`src/rtl/a2d_spi_responder_if.sv`:
```
// -----------------------------------------------------------------------------
// a2d_spi_responder_if
//   SPI bus between the A2D polling monarch and the emulated A2D converter.
//
//   Signals:
//     SS_n  serf select, active low   (monarch -> serf)
//     SCLK  serial clock, idles high   (monarch -> serf)
//     MOSI  command data, MSB first    (monarch -> serf)
//     MISO  response data, MSB first   (serf -> monarch)
//
//   Modports:
//     master  the SPI monarch (drives SS_n/SCLK/MOSI)
//     slave   the A2D responder (drives MISO)
// -----------------------------------------------------------------------------
interface a2d_spi_responder_if;
  logic SS_n;
  logic SCLK;
  logic MOSI;
  logic MISO;

  modport master (output SS_n, output SCLK, output MOSI, input MISO);
  modport slave  (input SS_n, input SCLK, input MOSI, output MISO);
endinterface : a2d_spi_responder_if

```
`src/rtl/a2d_spi_responder.sv`:
```
// -----------------------------------------------------------------------------
// a2d_spi_responder
//   SPI serf emulating an 8-channel 12-bit A2D converter. Each 16-bit frame
//   carries a channel select in cmd[13:11]; the response is the value of the
//   channel selected by the previous complete frame (one-frame pipeline).
//   The sample is frozen when SS_n falls.
//
//   Parameters:
//     NUM_CH       number of channels (1..8); channel indices >= NUM_CH read 0
//     SYNC_STAGES  synchronizer depth on SS_n/SCLK/MOSI (>= 2)
//
//   Ports:
//     clk, rst_n   system clock, asynchronous active-low reset
//     spi          SPI bus (slave modport): SS_n, SCLK, MOSI in; MISO out
//     ch_data      flattened channel values, channel n at [12n+11:12n]
//     cmd_vld      one-clk pulse after a complete 16-bit frame
//     cur_chnl     channel from the last complete command
//     trans_cnt    complete frame count (wraps)
//     frm_err      sticky frame error
//
//   Optional feature (macro A2D_CMD_CHK_EN):
//     defined   a complete frame with non-zero reserved bits (rx[15:14],
//               rx[10:0]) also sets frm_err; cur_chnl/cmd_vld still update
//     undefined reserved bits are ignored
// -----------------------------------------------------------------------------
module a2d_spi_responder #(
  parameter int NUM_CH      = 8,
  parameter int SYNC_STAGES = 2
) (
  input  logic                    clk,
  input  logic                    rst_n,
  a2d_spi_responder_if.slave      spi,
  input  logic [12*NUM_CH-1:0]    ch_data,
  output logic                    cmd_vld,
  output logic [2:0]              cur_chnl,
  output logic [15:0]             trans_cnt,
  output logic                    frm_err
);

  localparam int FLUSH_W = $clog2(SYNC_STAGES + 1);

  typedef enum logic {IDLE, SHIFT} state_t;

  state_t                 state_q,      state_d;
  logic [SYNC_STAGES-1:0] ss_sync_q,    ss_sync_d;
  logic [SYNC_STAGES-1:0] sclk_sync_q,  sclk_sync_d;
  logic [SYNC_STAGES-1:0] mosi_sync_q,  mosi_sync_d;
  logic                   ss_prev_q,    ss_prev_d;
  logic                   sclk_prev_q,  sclk_prev_d;
  logic [FLUSH_W-1:0]     flush_cnt_q,  flush_cnt_d;
  logic                   armed_q,      armed_d;
  logic [15:0]            tx_shft_q,    tx_shft_d;
  logic [15:0]            rx_shft_q,    rx_shft_d;
  logic [4:0]             bit_cnt_q,    bit_cnt_d;
  logic                   first_fall_q, first_fall_d;
  logic                   overrun_q,    overrun_d;
  logic                   cmd_vld_q,    cmd_vld_d;
  logic [2:0]             cur_chnl_q,   cur_chnl_d;
  logic [15:0]            trans_cnt_q,  trans_cnt_d;
  logic                   frm_err_q,    frm_err_d;

  logic        ss_s, sclk_s, mosi_s;
  logic        ss_fall, ss_rise, sclk_rise, sclk_fall;
  logic        flushed;
  logic [11:0] sample;

  assign ss_s   = ss_sync_q[SYNC_STAGES-1];
  assign sclk_s = sclk_sync_q[SYNC_STAGES-1];
  assign mosi_s = mosi_sync_q[SYNC_STAGES-1];

  assign ss_fall   =  ss_prev_q   & ~ss_s;
  assign ss_rise   = ~ss_prev_q   &  ss_s;
  assign sclk_rise = ~sclk_prev_q &  sclk_s;
  assign sclk_fall =  sclk_prev_q & ~sclk_s;

  // The synchronizers reset to "SS_n high", so right after reset an SS_n that
  // is physically low would look like a fresh fall. A frame may only start
  // once the chain holds real pin samples and SS_n has been seen high.
  assign flushed = (flush_cnt_q == FLUSH_W'(SYNC_STAGES));

  assign spi.MISO = ss_s ? 1'b0 : tx_shft_q[15];

  assign cmd_vld   = cmd_vld_q;
  assign cur_chnl  = cur_chnl_q;
  assign trans_cnt = trans_cnt_q;
  assign frm_err   = frm_err_q;

  // Channel mux; indices with no channel behind them read as zero.
  always_comb begin
    sample = 12'h000;
    for (int i = 0; i < NUM_CH; i++) begin
      if (cur_chnl_q == 3'(i)) sample = ch_data[12*i +: 12];
    end
  end

`ifdef A2D_CMD_CHK_EN
  logic rsvd_bad;
  assign rsvd_bad = (rx_shft_q[15:14] != 2'b00) || (rx_shft_q[10:0] != 11'h000);
`else
  logic unused_rsvd;
  assign unused_rsvd = ^{rx_shft_q[15:14], rx_shft_q[10:0]};
`endif

  always_comb begin
    // NOTE: every _d gets a default first so no path leaves it unassigned,
    // which would otherwise infer a latch.
    state_d      = state_q;
    ss_sync_d    = {ss_sync_q[SYNC_STAGES-2:0],   spi.SS_n};
    sclk_sync_d  = {sclk_sync_q[SYNC_STAGES-2:0], spi.SCLK};
    mosi_sync_d  = {mosi_sync_q[SYNC_STAGES-2:0], spi.MOSI};
    ss_prev_d    = ss_s;
    sclk_prev_d  = sclk_s;
    flush_cnt_d  = flushed ? flush_cnt_q : flush_cnt_q + FLUSH_W'(1);
    armed_d      = armed_q | (flushed & ss_s);
    tx_shft_d    = tx_shft_q;
    rx_shft_d    = rx_shft_q;
    bit_cnt_d    = bit_cnt_q;
    first_fall_d = first_fall_q;
    overrun_d    = overrun_q;
    cmd_vld_d    = 1'b0;
    cur_chnl_d   = cur_chnl_q;
    trans_cnt_d  = trans_cnt_q;
    frm_err_d    = frm_err_q;

    unique case (state_q)
      IDLE: begin
        if (ss_fall && armed_q) begin
          state_d      = SHIFT;
          tx_shft_d    = {4'h0, sample};
          rx_shft_d    = 16'h0000;
          bit_cnt_d    = 5'd0;
          first_fall_d = 1'b0;
          overrun_d    = 1'b0;
        end
      end
      SHIFT: begin
        // SS_n rise has priority: a coincident SCLK edge is dropped.
        if (ss_rise) begin
          state_d   = IDLE;
          tx_shft_d = 16'h0000;
          if (bit_cnt_q == 5'd16 && !overrun_q) begin
            cmd_vld_d   = 1'b1;
            cur_chnl_d  = rx_shft_q[13:11];
            trans_cnt_d = trans_cnt_q + 16'd1;
`ifdef A2D_CMD_CHK_EN
            if (rsvd_bad) frm_err_d = 1'b1;
`endif
          end else begin
            frm_err_d = 1'b1;
          end
        end else if (sclk_rise) begin
          if (bit_cnt_q == 5'd16) begin
            overrun_d = 1'b1;
          end else begin
            rx_shft_d = {rx_shft_q[14:0], mosi_s};
            bit_cnt_d = bit_cnt_q + 5'd1;
          end
        end else if (sclk_fall) begin
          // The MSB is already on MISO at SS_n fall; the first SCLK fall
          // (before any rise) must not shift it away.
          if (!first_fall_q) first_fall_d = 1'b1;
          else               tx_shft_d    = {tx_shft_q[14:0], 1'b0};
        end
      end
      default: state_d = IDLE;
    endcase
  end

  // NOTE: sequential state uses non-blocking assignments only, so all flops
  // update together from values computed in the previous cycle.
  // NOTE: every flop here is control/datapath state with a defined reset
  // value; there is no memory array that would be left unreset.
  always_ff @(posedge clk or negedge rst_n) begin
    if (!rst_n) begin
      state_q      <= IDLE;
      ss_sync_q    <= '1;
      sclk_sync_q  <= '1;
      mosi_sync_q  <= '0;
      ss_prev_q    <= 1'b1;
      sclk_prev_q  <= 1'b1;
      flush_cnt_q  <= '0;
      armed_q      <= 1'b0;
      tx_shft_q    <= 16'h0000;
      rx_shft_q    <= 16'h0000;
      bit_cnt_q    <= 5'd0;
      first_fall_q <= 1'b0;
      overrun_q    <= 1'b0;
      cmd_vld_q    <= 1'b0;
      cur_chnl_q   <= 3'd0;
      trans_cnt_q  <= 16'h0000;
      frm_err_q    <= 1'b0;
    end else begin
      state_q      <= state_d;
      ss_sync_q    <= ss_sync_d;
      sclk_sync_q  <= sclk_sync_d;
      mosi_sync_q  <= mosi_sync_d;
      ss_prev_q    <= ss_prev_d;
      sclk_prev_q  <= sclk_prev_d;
      flush_cnt_q  <= flush_cnt_d;
      armed_q      <= armed_d;
      tx_shft_q    <= tx_shft_d;
      rx_shft_q    <= rx_shft_d;
      bit_cnt_q    <= bit_cnt_d;
      first_fall_q <= first_fall_d;
      overrun_q    <= overrun_d;
      cmd_vld_q    <= cmd_vld_d;
      cur_chnl_q   <= cur_chnl_d;
      trans_cnt_q  <= trans_cnt_d;
      frm_err_q    <= frm_err_d;
    end
  end

endmodule : a2d_spi_responder

```
`src/flat_wrapper.sv`:
```
// flat-port wrapper written by rule: the top's interface ports become plain ports
module a2d_spi_responder_flat 
#(
  parameter int NUM_CH      = 8,
  parameter int SYNC_STAGES = 2
)
  (clk, rst_n, ch_data, cmd_vld, cur_chnl, trans_cnt, frm_err, spi_SS_n, spi_SCLK, spi_MOSI, spi_MISO);
  a2d_spi_responder_if spi_i ();
  input  logic clk;
  input  logic rst_n;
  input  logic [12*NUM_CH-1:0] ch_data;
  output logic cmd_vld;
  output logic [2:0] cur_chnl;
  output logic [15:0] trans_cnt;
  output logic frm_err;
  input wire logic [$bits(spi_i.SS_n)-1:0] spi_SS_n;
  input wire logic [$bits(spi_i.SCLK)-1:0] spi_SCLK;
  input wire logic [$bits(spi_i.MOSI)-1:0] spi_MOSI;
  output wire logic [$bits(spi_i.MISO)-1:0] spi_MISO;
  assign spi_i.SS_n = spi_SS_n;
  assign spi_i.SCLK = spi_SCLK;
  assign spi_i.MOSI = spi_MOSI;
  assign spi_MISO = spi_i.MISO;
  a2d_spi_responder #(.NUM_CH(NUM_CH), .SYNC_STAGES(SYNC_STAGES)) u_core (.clk(clk), .rst_n(rst_n), .spi(spi_i), .ch_data(ch_data), .cmd_vld(cmd_vld), .cur_chnl(cur_chnl), .trans_cnt(trans_cnt), .frm_err(frm_err));
endmodule
```
`config.mk`:
```
export PLATFORM = sky130hd
export DESIGN_NAME = a2d_spi_responder_flat
export DESIGN_NICKNAME = d
export VERILOG_FILES = /design/src/rtl/a2d_spi_responder_if.sv /design/src/rtl/a2d_spi_responder.sv /design/src/flat_wrapper.sv
export SDC_FILE = /design/constraint.sdc
export NUM_CORES = 1
export LEC_CHECK = 0
export CELL_PAD_IN_SITES_DETAIL_PLACEMENT = 1
export CELL_PAD_IN_SITES_GLOBAL_PLACEMENT = 2
export CORE_ASPECT_RATIO = 0.8
export CORE_MARGIN = 2
export CORE_UTILIZATION = 28
export CTS_CLUSTER_DIAMETER = 150
export CTS_CLUSTER_SIZE = 25
export DETAILED_ROUTE_END_ITERATION = 10
export PLACE_DENSITY_LB_ADDON = 0.3
export SETUP_SLACK_MARGIN = 0.02
export SYNTH_ARGS = -nofsm -noshare
export SYNTH_HDL_FRONTEND = slang
export SYNTH_SLANG_ARGS = --single-unit
```
`constraint.sdc`:
```
create_clock -name clk -period 2.15 [get_ports clk]
set_input_delay 0.43 -clock clk [delete_from_list [all_inputs] [get_ports clk]]
set_output_delay 0.43 -clock clk [all_outputs]
set_load 0.005 [all_outputs]
```
Word-level counts from Yosys, hierarchy flattened
Index checks and enable logic that the tools add are counted.
Widths: inputs -> output; s select.
- add/subtract/negate cells: 3
- eq/ne operators: 19
- muxes and demuxes: 40
- bitwise operators: 12
- reduce and logical (&&, ||, !) cells: 10
- operators with widths (cell ; count):
    $mux 12 ; 8
    $mux 16 ; 5
    $mux 14 ; 4
    $pmux 16 s2 ; 1
    $pmux 14 s2 ; 1
    $mux 5 ; 4
    $add 16x1->16 const B ; 1
    $reduce_and 4->1 ; 4
    $mux 1 ; 13
    $eq 3x3->1 const B ; 4
    $ne 2x2->1 const B ; 6
    $pmux 5 s2 ; 1
    $ne 3x3->1 const B ; 3
    $eq 3x2->1 const B ; 2
    $not 1->1 ; 6
    $pmux 1 s2 ; 3
    $reduce_and 3->1 ; 2
    $add 5x1->5 const B ; 1
    $and 1x1->1 ; 5
    $eq 5x5->1 const B ; 1
    $eq 3x1->1 const B ; 1
    $logic_not 3->1 ; 1
    $add 2x1->2 const B ; 1
    $eq 2x2->1 const B ; 1
    4 further kinds ; 5
- bits in registers: 70
- input bits: 101
- output and inout bits: 22
- logic and storage cells: 101

Logic depth before layout (Yosys ltp)
Gate-level depths: netlist (run 1).
- word-level depth: 11
- depth in mapped cells: 7
- mapped depth without buffers: 6

Worst setup path before layout (run 1)
OpenSTA, ideal clock, no wires.
- kind: flip-flop to flip-flop
- start point: reg u_core.bit_cnt_q[0]
- end point: reg u_core.rx_shft_q[0]
- library setup time: 0.127 ns
- data arrival time: 1.497 ns
- required time: 2.023 ns
- path slack: 0.526 ns
- stages on the path, launching flop included: 7
- buffers on the path: 1
- clock period less this slack: 1.624 ns
- cells stage by stage: dfrtp_1 > inv_1 > ha_1 > and4bb_2 > nor4b_4 > buf_2 > o21ai_0
- longest elaborated chain between the ends: 3
- ends and longest elaborated chain (item ; RTL line ; RTL):
    start: declaration ; a2d_spi_responder.sv:54 ; logic [4:0] bit_cnt_q, bit_cnt_d;
    start signal: assignment ; a2d_spi_responder.sv:203 ; bit_cnt_q <= bit_cnt_d;
    $eq 5x5->1 ; a2d_spi_responder.sv:152 ; if (bit_cnt_q == 5'd16) begin
    $ne 2x2->1 (no line) ; - ;
    $reduce_and 4->1 (no line) ; - ;
    end signal: assignment ; a2d_spi_responder.sv:202 ; rx_shft_q <= rx_shft_d;
    end: declaration ; a2d_spi_responder.sv:53 ; logic [15:0] rx_shft_q, rx_shft_d;
Every way passes these cells.
A chain may end at the register's enable or synchronous reset.

Final worst setup path (run 1)
- start point: reg u_core.cur_chnl_q[2] (netlist: u_core.cur_chnl[2])
- end point: out cur_chnl[2]
- RTL lines (item ; RTL line ; RTL):
    start: declaration ; a2d_spi_responder.sv:58 ; logic [2:0] cur_chnl_q, cur_chnl_d;
    start signal: assignment ; a2d_spi_responder.sv:207 ; cur_chnl_q <= cur_chnl_d;
    end: declaration ; flat_wrapper.sv:13 ; output logic [2:0] cur_chnl;
No word-level cell between the ends.

==> results of run 1 <==
-- placed cells by master (no fill, tap or decap), types with 2 or more instances in the layout --
master and n:
sky130_fd_sc_hd__clkdlybuf4s50_1 121, sky130_fd_sc_hd__nand2_1 62, sky130_fd_sc_hd__dfrtp_1 62, sky130_fd_sc_hd__o21ai_0 33, sky130_fd_sc_hd__a21oi_1 32, sky130_fd_sc_hd__inv_1 27
sky130_fd_sc_hd__o31ai_1 20, sky130_fd_sc_hd__mux2i_1 18, sky130_fd_sc_hd__nor2b_1 17, sky130_fd_sc_hd__nand2b_1 17, sky130_fd_sc_hd__buf_4 16, sky130_fd_sc_hd__a21o_1 11
sky130_fd_sc_hd__a31oi_1 11, sky130_fd_sc_hd__nor4_1 10, sky130_fd_sc_hd__o211ai_1 10, sky130_fd_sc_hd__clkbuf_16 9, sky130_fd_sc_hd__xor2_1 8, sky130_fd_sc_hd__xnor2_1 8
sky130_fd_sc_hd__nand3_1 7, sky130_fd_sc_hd__nor2_1 6, sky130_fd_sc_hd__dfstp_2 6, sky130_fd_sc_hd__nand3b_1 4, sky130_fd_sc_hd__and3_1 4, sky130_fd_sc_hd__nor3_1 4
sky130_fd_sc_hd__mux2_2 4, sky130_fd_sc_hd__ha_1 4, sky130_fd_sc_hd__buf_12 4, sky130_fd_sc_hd__or2b_1 3, sky130_fd_sc_hd__nand4_1 3, sky130_fd_sc_hd__bufinv_16 3
sky130_fd_sc_hd__and4_1 2, sky130_fd_sc_hd__and4bb_2 2, sky130_fd_sc_hd__clkinv_4 2, sky130_fd_sc_hd__dfrtp_2 2
-- timing repair --
action                     4_1_cts  5_1_grt
hold buffers                     0        0
setup buffers                    0        0
setup endpoints to repair        0        1
gates resized for setup          0        1
-- final cells by class --
| type | count | area (µm²) | area share (%) |
|---|---|---|---|
| multi-input cells | 317 | 2042 | 34.62 |
| flip-flops and latches | 70 | 1762 | 29.87 |
| repair buffers | 142 | 1416 | 24.01 |
| well taps | 184 | 230.2 | 3.903 |
| clock buffers | 9 | 225.2 | 3.818 |
| clock inverters | 7 | 121.4 | 2.058 |
| inverters | 27 | 101.3 | 1.718 |
-- final timing paths --
path                                            start                     to  slack [ns]  depth (start not counted)
max in group asynchronous                       rst_n  u_core.sclk_sync_q[0]        1.40                          2
min in group clk                u_core.mosi_sync_q[0]  u_core.mosi_sync_q[1]        0.35                          0
worst max-delay path               u_core.cur_chnl[2]            cur_chnl[2]        0.19                          1
worst min-delay path                            rst_n    u_core.trans_cnt[7]        0.11                          1
worst min register to register  u_core.mosi_sync_q[0]  u_core.mosi_sync_q[1]        0.35                          0
worst max register to register    u_core.bit_cnt_q[0]   u_core.trans_cnt[15]        0.31                          6
-- synthesized netlist by cell type (all sizes together), types with 3 or more instances --
master / n / area share, %
dfrtp: 64 / 39
nor4: 10 / 1.5
ha: 4 / 1.2
nand4: 3 / 0.46
buf: 20 / 3.1
mux2i: 18 / 4.4
a21oi: 32 / 3.9
o211ai: 10 / 1.8
nor2: 7 / 0.70
or2b: 3 / 0.55
nand2b: 17 / 2.6
xnor2: 8 / 1.7
nand2: 62 / 5.7
o21ai: 34 / 4.2
inv: 27 / 2.5
xor2: 8 / 1.7
a31oi: 11 / 1.7
mux2: 4 / 1.1
nand3b: 4 / 0.74
a21o: 11 / 2.0
and3: 4 / 0.61
clkbuf: 14 / 1.4
nor3: 5 / 0.89
dfstp: 6 / 3.9
nor2b: 17 / 2.6
nand3: 7 / 0.86
o31ai: 20 / 3.7
-- power by group through the flow --
stage | clock network, mW | registers (mW) | logic [mW]
floorplan | 0 | 1.53 | 0.319
global placement | 0 | 1.57 | 0.620
detailed placement | 0 | 1.58 | 0.638
CTS | 1.75 | 1.56 | 0.643
global route | 1.81 | 1.58 | 0.710
finish | 1.72 | 1.56 | 0.636
-- state kept, by name, indices dropped and copies added, names as in the netlist --
| register | count |
|---|---|
| u_core.state_q | 1 |
| u_core.first_fall_q | 1 |
| u_core.ss_prev_q | 1 |
| u_core.trans_cnt | 16 |
| u_core.overrun_q | 1 |
| u_core.cur_chnl | 3 |
| u_core.frm_err | 1 |
| u_core.ss_sync_q | 2 |
| u_core.flush_cnt_q | 2 |
| u_core.armed_q | 1 |
| u_core.sclk_sync_q | 2 |
| u_core.rx_shft_q | 14 |
| u_core.sclk_prev_q | 1 |
| u_core.bit_cnt_q | 5 |
| u_core.mosi_sync_q | 2 |
| u_core.tx_shft_q | 16 |
| u_core.cmd_vld | 1 |
-- cells by family after synthesis --
logic type,Yosys count,synth area share (%)
simple gates,150,20.67
fa+ha+maj,4,1.225
compound gates,124,18.59
flops,70,43.06
xor+xnor,16,3.430
buf+inv,61,6.952
mux,23,6.064
-- metal layers --
layer | routed length [µm] | GRT usage (%) | vias up
met5 | 0 | 0 | -
met4 | 148 | 3.771 | 0
met3 | 626 | 3.754 | 15
met2 | 5600 | 25.71 | 80
met1 | 6347 | 23.50 | 1776
li1 | - | - | 1808
-- per-stage QoR --
stage / utilization (%) / area (µm²) / setup slack, ns
floorplan: - / 4085 / 0.5260
global placement: 38.95 / 5550 / 0.2974
detailed placement: 38.95 / 5550 / 0.2924
CTS: 41.39 / 5897 / 0.07184
global route: 41.39 / 5898 / 0.09916
finish: 41.39 / 5898 / 0.1947
==> impl_metrics.prom, run 1 <==
# TYPE chip_impl_metric gauge
chip_impl_info{name="worstSetupStartpointType",value="flip-flop"} 1
chip_impl_info{name="critPathKind",value="flip-flop to primary output"} 1
chip_impl_metric{name="place.gp.congestion",unit=""} 0.7928
chip_impl_metric{name="async_reset_ff_share",unit="%"} 100.0
chip_impl_metric{name="grt_usage",unit="%"} 16.49
chip_impl_metric{name="totalNegativeSetupSlack",unit="ns"} 0
chip_impl_metric{name="critical_path_arrival",unit="ns"} 1.53
chip_impl_metric{name="cpPeakStageDelay",unit="ns"} 0.61
chip_impl_metric{name="ys.warnings.count",unit=""} 0
chip_impl_metric{name="synth-edff-count",unit=""} 0
chip_impl_metric{name="worstSkewPairLatency",unit="ns"} 0.33
chip_impl_metric{name="p_switching",unit="mW"} 0.9979
chip_impl_info{name="tritoncts_clock_tree",value="done"} 1
chip_impl_metric{name="vdd_drop_max",unit="µV"} 405.0
chip_impl_metric{name="synth.ff_latch_count",unit=""} 70
chip_impl_info{name="clk_root_buffer_cell",value="sky130_fd_sc_hd__clkbuf_16"} 1
chip_impl_info{name="path_delay_family",value="flip-flops"} 1
chip_impl_metric{name="switching_share",unit="%"} 25.49
chip_impl_metric{name="die_h",unit="µm"} 112.0
chip_impl_metric{name="fill_cells",unit=""} 1625
chip_impl_metric{name="syn_inst",unit=""} 448
chip_impl_metric{name="whs",unit="ns"} 0.1074
chip_impl_metric{name="vias_after_detailed_routing",unit=""} 3679
chip_impl_metric{name="path_buf_inv",unit=""} 1
chip_impl_metric{name="area_growth_syn_to_layout",unit="%"} 44.38
chip_impl_metric{name="cts.reportedPaths.clkPinSlew",unit="ns"} 0.06
chip_impl_metric{name="setup_viol_count_final",unit=""} 0
chip_impl_info{name="hold_path_class",value="input pin to async pin"} 1
chip_impl_info{name="critical_path.slowest_cell",value="sky130_fd_sc_hd__dfrtp_2"} 1
chip_impl_metric{name="grt_antenna_before_repair",unit=""} 0
chip_impl_metric{name="tightest_slew",unit="ns"} 0.6280
chip_impl_metric{name="placed_cells",unit=""} 740
chip_impl_metric{name="internal_cell_power",unit="mW"} 2.917
chip_impl_info{name="synth_flop_cell",value="sky130_fd_sc_hd__dfrtp_1"} 1
chip_impl_metric{name="floorplan.rows",unit=""} 39
chip_impl_metric{name="timing_max_transition_violations_final",unit=""} 0
chip_impl_metric{name="synth.lib_cells_used.distinct",unit=""} 49
chip_impl_metric{name="pin_count_of_the_biggest_net_entering_global_routing",unit=""} 33
chip_impl_metric{name="finish.net_count",unit=""} 672
chip_impl_info{name="endpoint_kind_of_the_worst_setup_timing_path",value="primary output"} 1
chip_impl_metric{name="max_slew_margin",unit="%"} 58.09
chip_impl_metric{name="finalHoldViolations",unit=""} 0
chip_impl_metric{name="max_cap_viol_count",unit=""} 0
chip_impl_metric{name="total_power",unit="mW"} 3.915
chip_impl_metric{name="final.min_clock_period",unit="ns"} 1.955
chip_impl_metric{name="avgRoutedWirePerCell",unit="µm"} 16.83
chip_impl_info{name="status",value="completed"} 1
chip_impl_metric{name="routed_wl",unit="µm"} 12720
chip_impl_metric{name="clockBufferDepth",unit=""} 2
chip_impl_metric{name="fin_crit_sh",unit="%"} 90.94
chip_impl_metric{name="max_freq",unit="MHz"} 511.4
chip_impl_info{name="rsz0062_at_grt",value="no"} 1
chip_impl_metric{name="grt_first_pass_wirelength",unit="µm"} 20420
chip_impl_metric{name="io-pin-count",unit=""} 123
chip_impl_metric{name="synth_seq_area_share",unit="%"} 43.06
chip_impl_metric{name="dp.final_hpwl",unit="µm"} 9867
chip_impl_metric{name="synthesis.area_per_instance",unit="µm²"} 9.119
chip_impl_metric{name="count_of_input_and_output_buffers",unit=""} 122
chip_impl_metric{name="viasPerCell",unit=""} 4.866
chip_impl_metric{name="numClockSinks",unit=""} 70
chip_impl_info{name="crit_chain",value="clkdlybuf4s50_1"} 1
chip_impl_metric{name="fin_skew",unit="ns"} 0.005694
chip_impl_metric{name="detailedRoute.firstPassIterationCount",unit=""} 5
chip_impl_metric{name="antenna_left",unit=""} 0
chip_impl_metric{name="fp.dieArea",unit="mm²"} 0.01558
chip_impl_metric{name="coreArea",unit="mm²"} 0.01425
chip_impl_metric{name="detail_route.iter0.violations",unit=""} 183
chip_impl_metric{name="p_clk_share",unit="%"} 44.0
chip_impl_metric{name="finish.cell_count_without_fillers",unit=""} 756
chip_impl_metric{name="floorplan.initialDensity",unit="%"} 28.67
chip_impl_metric{name="cts_made_buffers",unit=""} 9
chip_impl_metric{name="vias_in_the_first_global_route",unit=""} 3875
chip_impl_metric{name="num_antenna_cells",unit=""} 0
chip_impl_metric{name="combinational_cell_fraction_of_total_power",unit="%"} 16.3
chip_impl_metric{name="detail_route.drc_violations",unit=""} 0
chip_impl_metric{name="synthesized_cell_area",unit="mm²"} 0.004085
chip_impl_metric{name="post_route_cells_drive_above_1_share",unit="%"} 9.790
chip_impl_metric{name="pwr_density_cell",unit="mW/mm²"} 663.7
chip_impl_metric{name="worst_ep_required_time",unit="ns"} 1.72
chip_impl_metric{name="power.leakage",unit="nW"} 2.390
chip_impl_metric{name="globalRouteOverflowTotal",unit=""} 0
chip_impl_metric{name="seqPwrFrac",unit="%"} 39.8
chip_impl_metric{name="cts.htree.levels",unit=""} 3
chip_impl_metric{name="synthesis.nets",unit=""} 553
chip_impl_metric{name="crit_path_max_fanout",unit=""} 18
chip_impl_metric{name="die_width",unit="µm"} 139.0
No activity file was read; power rests on OpenSTA's default activity.
==> run 2: changes to the inputs <==
clock period = 1.9 ns   (was 2.15 ns; I/O delays follow)
==> run 2 against run 1 <==
  * Global-route usage down 0.26 points
  * Final area increased by 1.1%
  * Combinational power grew 21%
  * Largest cell class unchanged
  * Largest power group is now registers
  * Highest routed layer unchanged
==> impl_metrics.prom, run 2 (synthesis gave the netlist of run 1 again) <==
# TYPE chip_impl_metric gauge
chip_impl_metric{name="detailedRoute.firstPassIterationCount",unit=""} 4
chip_impl_metric{name="tightest_slew",unit="ns"} 0.6580
chip_impl_info{name="critical_path.slowest_cell",value="sky130_fd_sc_hd__clkdlybuf4s50_1"} 1
chip_impl_metric{name="max_cap_viol_count",unit=""} 0
chip_impl_metric{name="cpPeakStageDelay",unit="ns"} 0.51
chip_impl_metric{name="fill_cells",unit=""} 1601
chip_impl_metric{name="dp.final_hpwl",unit="µm"} 9386
chip_impl_metric{name="vias_in_the_first_global_route",unit=""} 3936
chip_impl_metric{name="cts_made_buffers",unit=""} 9
chip_impl_metric{name="grt_first_pass_wirelength",unit="µm"} 20220
chip_impl_metric{name="floorplan.initialDensity",unit="%"} 28.67
chip_impl_info{name="critPathKind",value="flip-flop to primary output"} 1
chip_impl_metric{name="finalHoldViolations",unit=""} 0
chip_impl_metric{name="timing_max_transition_violations_final",unit=""} 0
chip_impl_info{name="tritoncts_clock_tree",value="done"} 1
chip_impl_metric{name="num_antenna_cells",unit=""} 0
chip_impl_metric{name="viasPerCell",unit=""} 4.850
chip_impl_metric{name="placed_cells",unit=""} 739
chip_impl_metric{name="vdd_drop_max",unit="µV"} 464.0
chip_impl_metric{name="postCtsHoldBufs",unit=""} 0
chip_impl_info{name="endpoint_kind_of_the_worst_setup_timing_path",value="primary output"} 1
chip_impl_info{name="status",value="completed"} 1
chip_impl_metric{name="count_of_input_and_output_buffers",unit=""} 122
chip_impl_metric{name="globalRouteOverflowTotal",unit=""} 0
chip_impl_metric{name="setup_viol_count_final",unit=""} 0
chip_impl_metric{name="power.leakage",unit="nW"} 2.411
chip_impl_metric{name="whs",unit="ns"} 0.06973
chip_impl_metric{name="place.gp.congestion",unit=""} 0.8186
chip_impl_metric{name="coreArea",unit="mm²"} 0.01425
chip_impl_metric{name="fp.dieArea",unit="mm²"} 0.01558
chip_impl_metric{name="detail_route.drc_violations",unit=""} 0
chip_impl_metric{name="die_width",unit="µm"} 139.0
chip_impl_metric{name="floorplan.rows",unit=""} 39
chip_impl_metric{name="detail_route.iter0.violations",unit=""} 185
chip_impl_metric{name="cts.reportedPaths.clkPinSlew",unit="ns"} 0.06
chip_impl_info{name="worstSetupStartpointType",value="flip-flop"} 1
chip_impl_metric{name="cts.htree.levels",unit=""} 3
chip_impl_metric{name="crit_path_max_fanout",unit=""} 20
chip_impl_metric{name="max_slew_margin",unit="%"} 55.00
chip_impl_metric{name="fin_crit_sh",unit="%"} 95.83
chip_impl_metric{name="clockBufferDepth",unit=""} 2
chip_impl_metric{name="post_route_cells_drive_above_1_share",unit="%"} 11.11
chip_impl_metric{name="area_growth_syn_to_layout",unit="%"} 45.91
chip_impl_metric{name="io-pin-count",unit=""} 123
chip_impl_metric{name="vias_after_detailed_routing",unit=""} 3686
chip_impl_metric{name="finish.net_count",unit=""} 676
chip_impl_metric{name="path_buf_inv",unit=""} 2
chip_impl_metric{name="grt_usage",unit="%"} 16.23
chip_impl_metric{name="routed_wl",unit="µm"} 12420
chip_impl_metric{name="max_freq",unit="MHz"} 549.2
chip_impl_metric{name="pwr_density_cell",unit="mW/mm²"} 702.8
chip_impl_info{name="crit_chain",value="buf_12 > clkdlybuf4s50_1"} 1
chip_impl_metric{name="pin_count_of_the_biggest_net_entering_global_routing",unit=""} 71
chip_impl_metric{name="finish.cell_count_without_fillers",unit=""} 760
chip_impl_metric{name="worst_ep_required_time",unit="ns"} 1.52
chip_impl_metric{name="final.min_clock_period",unit="ns"} 1.821
chip_impl_metric{name="critical_path_arrival",unit="ns"} 1.44
chip_impl_metric{name="numClockSinks",unit=""} 70
chip_impl_info{name="clk_root_buffer_cell",value="sky130_fd_sc_hd__clkbuf_16"} 1
chip_impl_metric{name="worstSkewPairLatency",unit="ns"} 0.33
chip_impl_metric{name="avgRoutedWirePerCell",unit="µm"} 16.34
chip_impl_metric{name="fin_skew",unit="ns"} 0.005587
chip_impl_metric{name="die_h",unit="µm"} 112.0
chip_impl_metric{name="antenna_left",unit=""} 0
chip_impl_info{name="layout_commonest_cell",value="sky130_fd_sc_hd__clkdlybuf4s50_1"} 1
chip_impl_info{name="rsz0062_at_grt",value="no"} 1
chip_impl_info{name="path_delay_family",value="buffers and inverters"} 1
chip_impl_info{name="layout_common_cells",value="121 x sky130_fd_sc_hd__clkdlybuf4s50_1, 63 x sky130_fd_sc_hd__dfrtp_1, 62 x sky130_fd_sc_hd__nand2_1"} 1
chip_impl_info{name="hold_path_class",value="input pin to async pin"} 1
chip_impl_metric{name="grt_antenna_before_repair",unit=""} 0
==> run 2: cell types whose count changed in the layout (fill, tap and decap cells not counted), moves of 2 or more <==
cell                        previous run  this run
sky130_fd_sc_hd__clkinv_2              1         3
sky130_fd_sc_hd__nor3_2                0         2
sky130_fd_sc_hd__bufinv_16             3         1
sky130_fd_sc_hd__dfrtp_2               2         0
sky130_fd_sc_hd__buf_12                4         6
sky130_fd_sc_hd__nor3_1                4         2
==> run 2: layout make-up <==
class	instances	area, µm²	area share (%)
sequential	70	1763	29.58
timing repair buffer	146	1489	24.98
inverter	27	101.3	1.700
tap	184	230.2	3.862
multi-input combinational	317	2077	34.84
clock buffer	10	239.0	4.009
clock inverter	6	61.31	1.029
==> run 2: power breakdown <==
part	internal (mW)	leakage [nW]	switching [mW]
logic	0.406	1.35	0.361
registers	1.63	0.911	0.123
clock network	1.05	0.148	0.620
==> run 2: repair_timing <==
action	4_1_cts	5_1_grt
resized for setup	2	9
pin swaps	0	2
endpoints found under the setup margin	3	27
setup buffers	0	4
cloned	0	1
==> run 2: path summary, 6_finish.rpt <==
kind                                       start                     to  slack, ns  cells after the start
max                           u_core.cur_chnl[0]            cur_chnl[0]       0.08                      2
min                                        rst_n   u_core.trans_cnt[14]       0.07                      2
max reg2reg                  u_core.bit_cnt_q[0]    u_core.bit_cnt_q[0]       0.14                      7
min reg2reg                u_core.mosi_sync_q[0]  u_core.mosi_sync_q[1]       0.35                      0
max in group asynchronous                  rst_n     u_core.cur_chnl[2]       1.50                      2
min in group clk           u_core.mosi_sync_q[0]  u_core.mosi_sync_q[1]       0.35                      0
==> run 2: routing by layer <==
metal,vias up,GRT usage [%],routed length [µm]
met5,-,0,0
met4,0,3.232,76
met3,5,4.394,648
met2,74,24.96,5510
met1,1789,23.17,6180
li1,1818,-,-
==> run 2: stage by stage <==
| stage | utilization, % | power (mW) | worst slack (ns) | TNS, ns | instance area [µm²] |
|---|---|---|---|---|---|
| floorplan | - | 2.098 | 0.2760 | 0 | 4085 |
| global placement | 38.99 | 2.484 | 0.05093 | 0 | 5555 |
| detailed placement | 38.99 | 2.515 | -0.01049 | -0.01049 | 5555 |
| CTS | 41.14 | 4.215 | 0.02998 | 0 | 5862 |
| global route | 41.83 | 4.410 | 0.02219 | 0 | 5961 |
| finish | 41.83 | 4.189 | 0.07929 | 0 | 5961 |
==> run 3: changes to the inputs <==
ABC_AREA = 1   (was not set)
CORE_UTILIZATION = 26   (was 28)
PLACE_DENSITY_LB_ADDON = 0.1   (was 0.3)
==> run 3 against run 2 <==
  * Flip-flop and latch count stayed put
  * Worst setup slack better by 0.021 ns
  * Core utilization is 2.0 points lower
  * Via count is 1.2% lower
  * Combinational power is 15% lower
  * Die area is 0.90% higher
  * Fmax is 1.2% higher
  * Synthesized cell count is 6.3% higher
  * Worst hold slack worse by 0.038 ns
  * Final area is 4.1% lower
  * Largest cell class is now sequential cells
  * Largest power group is now the clock network
==> impl_metrics.prom, run 3 <==
# TYPE chip_impl_metric gauge
chip_impl_info{name="status",value="completed"} 1
chip_impl_metric{name="worst_ep_required_time",unit="ns"} 1.52
chip_impl_metric{name="tightest_slew",unit="ns"} 0.5327
chip_impl_metric{name="globalRouteOverflowTotal",unit=""} 0
chip_impl_metric{name="num_antenna_cells",unit=""} 0
chip_impl_metric{name="final.min_clock_period",unit="ns"} 1.799
chip_impl_metric{name="switching_share",unit="%"} 24.01
chip_impl_metric{name="max_slew_margin",unit="%"} 64.49
chip_impl_info{name="rsz0062_at_grt",value="yes"} 1
chip_impl_info{name="synth_flop_cell",value="sky130_fd_sc_hd__dfrtp_1"} 1
chip_impl_metric{name="dp.final_hpwl",unit="µm"} 9644
chip_impl_info{name="clk_root_buffer_cell",value="sky130_fd_sc_hd__clkbuf_16"} 1
chip_impl_metric{name="die_h",unit="µm"} 112.5
chip_impl_info{name="layout_common_cells",value="121 x sky130_fd_sc_hd__clkdlybuf4s50_1, 106 x sky130_fd_sc_hd__nand2_1, 61 x sky130_fd_sc_hd__dfrtp_1"} 1
chip_impl_info{name="synthDominantAreaCellType",value="sky130_fd_sc_hd__dfrtp_1"} 1
chip_impl_metric{name="pwr_density_cell",unit="mW/mm²"} 758.5
chip_impl_metric{name="detailed_place.area",unit="mm²"} 0.005314
chip_impl_metric{name="syn_inst",unit=""} 476
chip_impl_metric{name="worstSkewPairLatency",unit="ns"} 0.33
chip_impl_metric{name="routed_wl",unit="µm"} 12240
chip_impl_metric{name="floorplan.initialDensity",unit="%"} 26.69
chip_impl_metric{name="detailedPlace.worstSlack",unit="ns"} 0.1088
chip_impl_metric{name="fin_crit_sh",unit="%"} 94.71
chip_impl_metric{name="max_freq",unit="MHz"} 555.7
chip_impl_metric{name="numClockSinks",unit=""} 70
chip_impl_metric{name="critical_path_arrival",unit="ns"} 1.42
chip_impl_metric{name="vias_after_detailed_routing",unit=""} 3643
chip_impl_metric{name="clockBufferDepth",unit=""} 2
chip_impl_metric{name="cts.reportedPaths.clkPinSlew",unit="ns"} 0.06
chip_impl_metric{name="io-pin-count",unit=""} 123
chip_impl_metric{name="detailedRoute.firstPassIterationCount",unit=""} 4
chip_impl_metric{name="detail_route.drc_violations",unit=""} 0
chip_impl_info{name="critPathKind",value="flip-flop to primary output"} 1
chip_impl_info{name="synthTopCellsByCount",value="106 x sky130_fd_sc_hd__nand2_1, 64 x sky130_fd_sc_hd__dfrtp_1, 56 x sky130_fd_sc_hd__inv_1, 49 x sky130_fd_sc_hd__a21oi_1, 43 x sky130_fd_sc_hd__nor2_1"} 1
chip_impl_metric{name="combinational_cell_fraction_of_total_power",unit="%"} 15.0
chip_impl_metric{name="max_cap_viol_count",unit=""} 0
chip_impl_metric{name="synth-edff-count",unit=""} 0
chip_impl_metric{name="post-route-cell-area",unit="mm²"} 0.005714
chip_impl_metric{name="finalHoldViolations",unit=""} 0
chip_impl_metric{name="detail_route.iter0.violations",unit=""} 117
chip_impl_metric{name="fill_cells",unit=""} 1682
chip_impl_metric{name="power.leakage",unit="nW"} 2.493
chip_impl_metric{name="place.gp.congestion",unit=""} 0.7758
chip_impl_info{name="top_cells_by_area_in_the_synthesized_netlist",value="sky130_fd_sc_hd__dfrtp_1 42%, sky130_fd_sc_hd__nand2_1 10%, sky130_fd_sc_hd__a21oi_1 6.4%"} 1
chip_impl_metric{name="vdd_drop_max",unit="µV"} 484.5
chip_impl_metric{name="grt_first_pass_wirelength",unit="µm"} 20560
chip_impl_metric{name="async_reset_ff_share",unit="%"} 100.0
chip_impl_metric{name="grt_antenna_before_repair",unit=""} 0
chip_impl_metric{name="die_width",unit="µm"} 139.7
chip_impl_metric{name="ys.warnings.count",unit=""} 0
chip_impl_metric{name="pin_count_of_the_biggest_net_entering_global_routing",unit=""} 30
chip_impl_metric{name="path_buf_inv",unit=""} 1
chip_impl_info{name="worstSetupStartpointType",value="flip-flop"} 1
chip_impl_metric{name="internal_cell_power",unit="mW"} 3.294
chip_impl_metric{name="post_route_cells_drive_above_1_share",unit="%"} 13.05
chip_impl_info{name="path_delay_family",value="flip-flops"} 1
chip_impl_metric{name="cpPeakStageDelay",unit="ns"} 0.60
chip_impl_metric{name="finish.net_count",unit=""} 714
chip_impl_metric{name="cts.htree.levels",unit=""} 3
chip_impl_metric{name="cts_made_buffers",unit=""} 9
chip_impl_metric{name="p_clk_share",unit="%"} 45.2
chip_impl_metric{name="synth.ff_latch_count",unit=""} 70
chip_impl_metric{name="whs",unit="ns"} 0.03198
chip_impl_metric{name="fin_skew",unit="ns"} 0.007654
chip_impl_metric{name="worst_slack",unit="ns"} 0.1006
chip_impl_metric{name="area_growth_syn_to_layout",unit="%"} 49.25
chip_impl_info{name="layout_commonest_cell",value="sky130_fd_sc_hd__clkdlybuf4s50_1"} 1
chip_impl_metric{name="synthesis.nets",unit=""} 581
chip_impl_metric{name="synth_seq_area_share",unit="%"} 45.95
chip_impl_metric{name="synthesis.area_per_instance",unit="µm²"} 8.043
chip_impl_metric{name="utilization",unit="%"} 39.83
chip_impl_metric{name="postCtsHoldBufs",unit=""} 0
chip_impl_metric{name="crit_path_max_fanout",unit=""} 5
chip_impl_metric{name="yosys.area.top_type_share",unit="%"} 41.83
chip_impl_info{name="crit_chain",value="nor2_1 > clkdlybuf4s50_1"} 1
chip_impl_metric{name="totalNegativeSetupSlack",unit="ns"} 0
chip_impl_metric{name="avgRoutedWirePerCell",unit="µm"} 15.35
chip_impl_metric{name="synthesized_cell_area",unit="mm²"} 0.003829
chip_impl_info{name="post-synth-top-count-cell",value="sky130_fd_sc_hd__nand2_1"} 1
chip_impl_metric{name="antenna_left",unit=""} 0
chip_impl_metric{name="grt_usage",unit="%"} 16.34
chip_impl_info{name="endpoint_kind_of_the_worst_setup_timing_path",value="primary output"} 1
chip_impl_metric{name="count_of_input_and_output_buffers",unit=""} 122
chip_impl_metric{name="fp.dieArea",unit="mm²"} 0.01572
chip_impl_metric{name="coreArea",unit="mm²"} 0.01435
chip_impl_metric{name="timing_max_transition_violations_final",unit=""} 0
chip_impl_info{name="tritoncts_clock_tree",value="done"} 1
chip_impl_metric{name="seqPwrFrac",unit="%"} 39.7
chip_impl_metric{name="synth.lib_cells_used.distinct",unit=""} 36
chip_impl_metric{name="floorplan.rows",unit=""} 39
chip_impl_info{name="critical_path.slowest_cell",value="sky130_fd_sc_hd__dfstp_2"} 1
chip_impl_metric{name="setup_viol_count_final",unit=""} 0
chip_impl_metric{name="vias_in_the_first_global_route",unit=""} 4008
chip_impl_metric{name="viasPerCell",unit=""} 4.571
chip_impl_metric{name="p_switching",unit="mW"} 1.040
chip_impl_info{name="hold_path_class",value="input pin to async pin"} 1
## run 3: cell types whose count changed after synthesis, sizes merged, moves of 19 or more
cell / change
nand4: +19
inv: +36
nor2: +43
nand2: +51
o21ai: -19
## run 3: cell families (layout without fill, tap and decap cells)
logic type | count (synthesis) | in the layout | share of synthesized area, %
AOI/OAI and AO/OA | 81 | 81 | 11.37
adders and majority gates | 4 | 4 | 1.307
buffers and inverters | 81 | 218 | 9.346
and+or+nand+nor | 224 | 224 | 28.37
xor gates and xnor gates | 16 | 16 | 3.660
DFF | 70 | 70 | 45.95
## run 3: what timing repair did
item / CTS / global route
resized for setup: 1 / 11
buffers inserted: 0 / 2
setup endpoints to repair: 1 / 16
pin swaps: 0 / 2
## run 3: final timing paths
path | startpoint | end | slack [ns] | depth (start not counted)
min in group clk | u_core.sclk_sync_q[0] | u_core.sclk_sync_q[1] | 0.36 | 0
worst min register to register | u_core.sclk_sync_q[0] | u_core.sclk_sync_q[1] | 0.36 | 0
max in group asynchronous | rst_n | u_core.rx_shft_q[2] | 1.31 | 2
worst min-delay path | rst_n | u_core.tx_shft_q[15] | 0.03 | 1
worst max-delay path | u_core.ss_sync_q[1] | spi_MISO | 0.10 | 2
worst max register to register | u_core.bit_cnt_q[0] | u_core.trans_cnt[10] | 0.17 | 10
## run 3: worst register-to-register path: stages, from the launching register on
cell	delay (ns)
sky130_fd_sc_hd__dfrtp_1	0.40
sky130_fd_sc_hd__inv_2	0.08
sky130_fd_sc_hd__ha_2	0.19
sky130_fd_sc_hd__nand3_4	0.12
sky130_fd_sc_hd__nor2_4	0.17
sky130_fd_sc_hd__nand2_4	0.09
sky130_fd_sc_hd__inv_4	0.09
sky130_fd_sc_hd__nand4_4	0.10
sky130_fd_sc_hd__nor2_4	0.15
sky130_fd_sc_hd__buf_4	0.12
sky130_fd_sc_hd__xor2_1	0.13
## run 3: power groups by stage
stage	Combinational (mW)	Clock [mW]	Sequential, mW
6_report	0.652	1.96	1.72
5_1_grt	0.747	2.07	1.74
4_1_cts	0.650	2.01	1.72
3_5_place_dp	0.645	0	1.74
3_3_place_gp	0.635	0	1.74
2_1_floorplan	0.307	0	1.72
## run 3: cell type report
cell class	count	area [µm²]	area share (%)
Multi-Input combinational cell	325	1742	30.48
Clock inverter	5	106.4	1.861
Clock buffer	10	239.0	4.182
Sequential cell	70	1763	30.85
Tap cell	184	230.2	4.029
Inverter	63	245.2	4.292
Timing Repair Buffer	140	1389	24.30
## run 3: metrics by stage
step                instances  power, mW
CTS                       795      4.384
detailed placement        780      2.390
floorplan                 476      2.032
global placement          780      2.376
finish                    797      4.334
global route              797      4.554
## run 3: layer usage
layer	vias to the layer above	part of all wire (%)	global-route usage, %
met5	-	0	0
met4	0	1.2	4.200
met3	11	3.2	3.456
met2	52	46	26.27
met1	1765	49	22.57
li1	1815	-	-
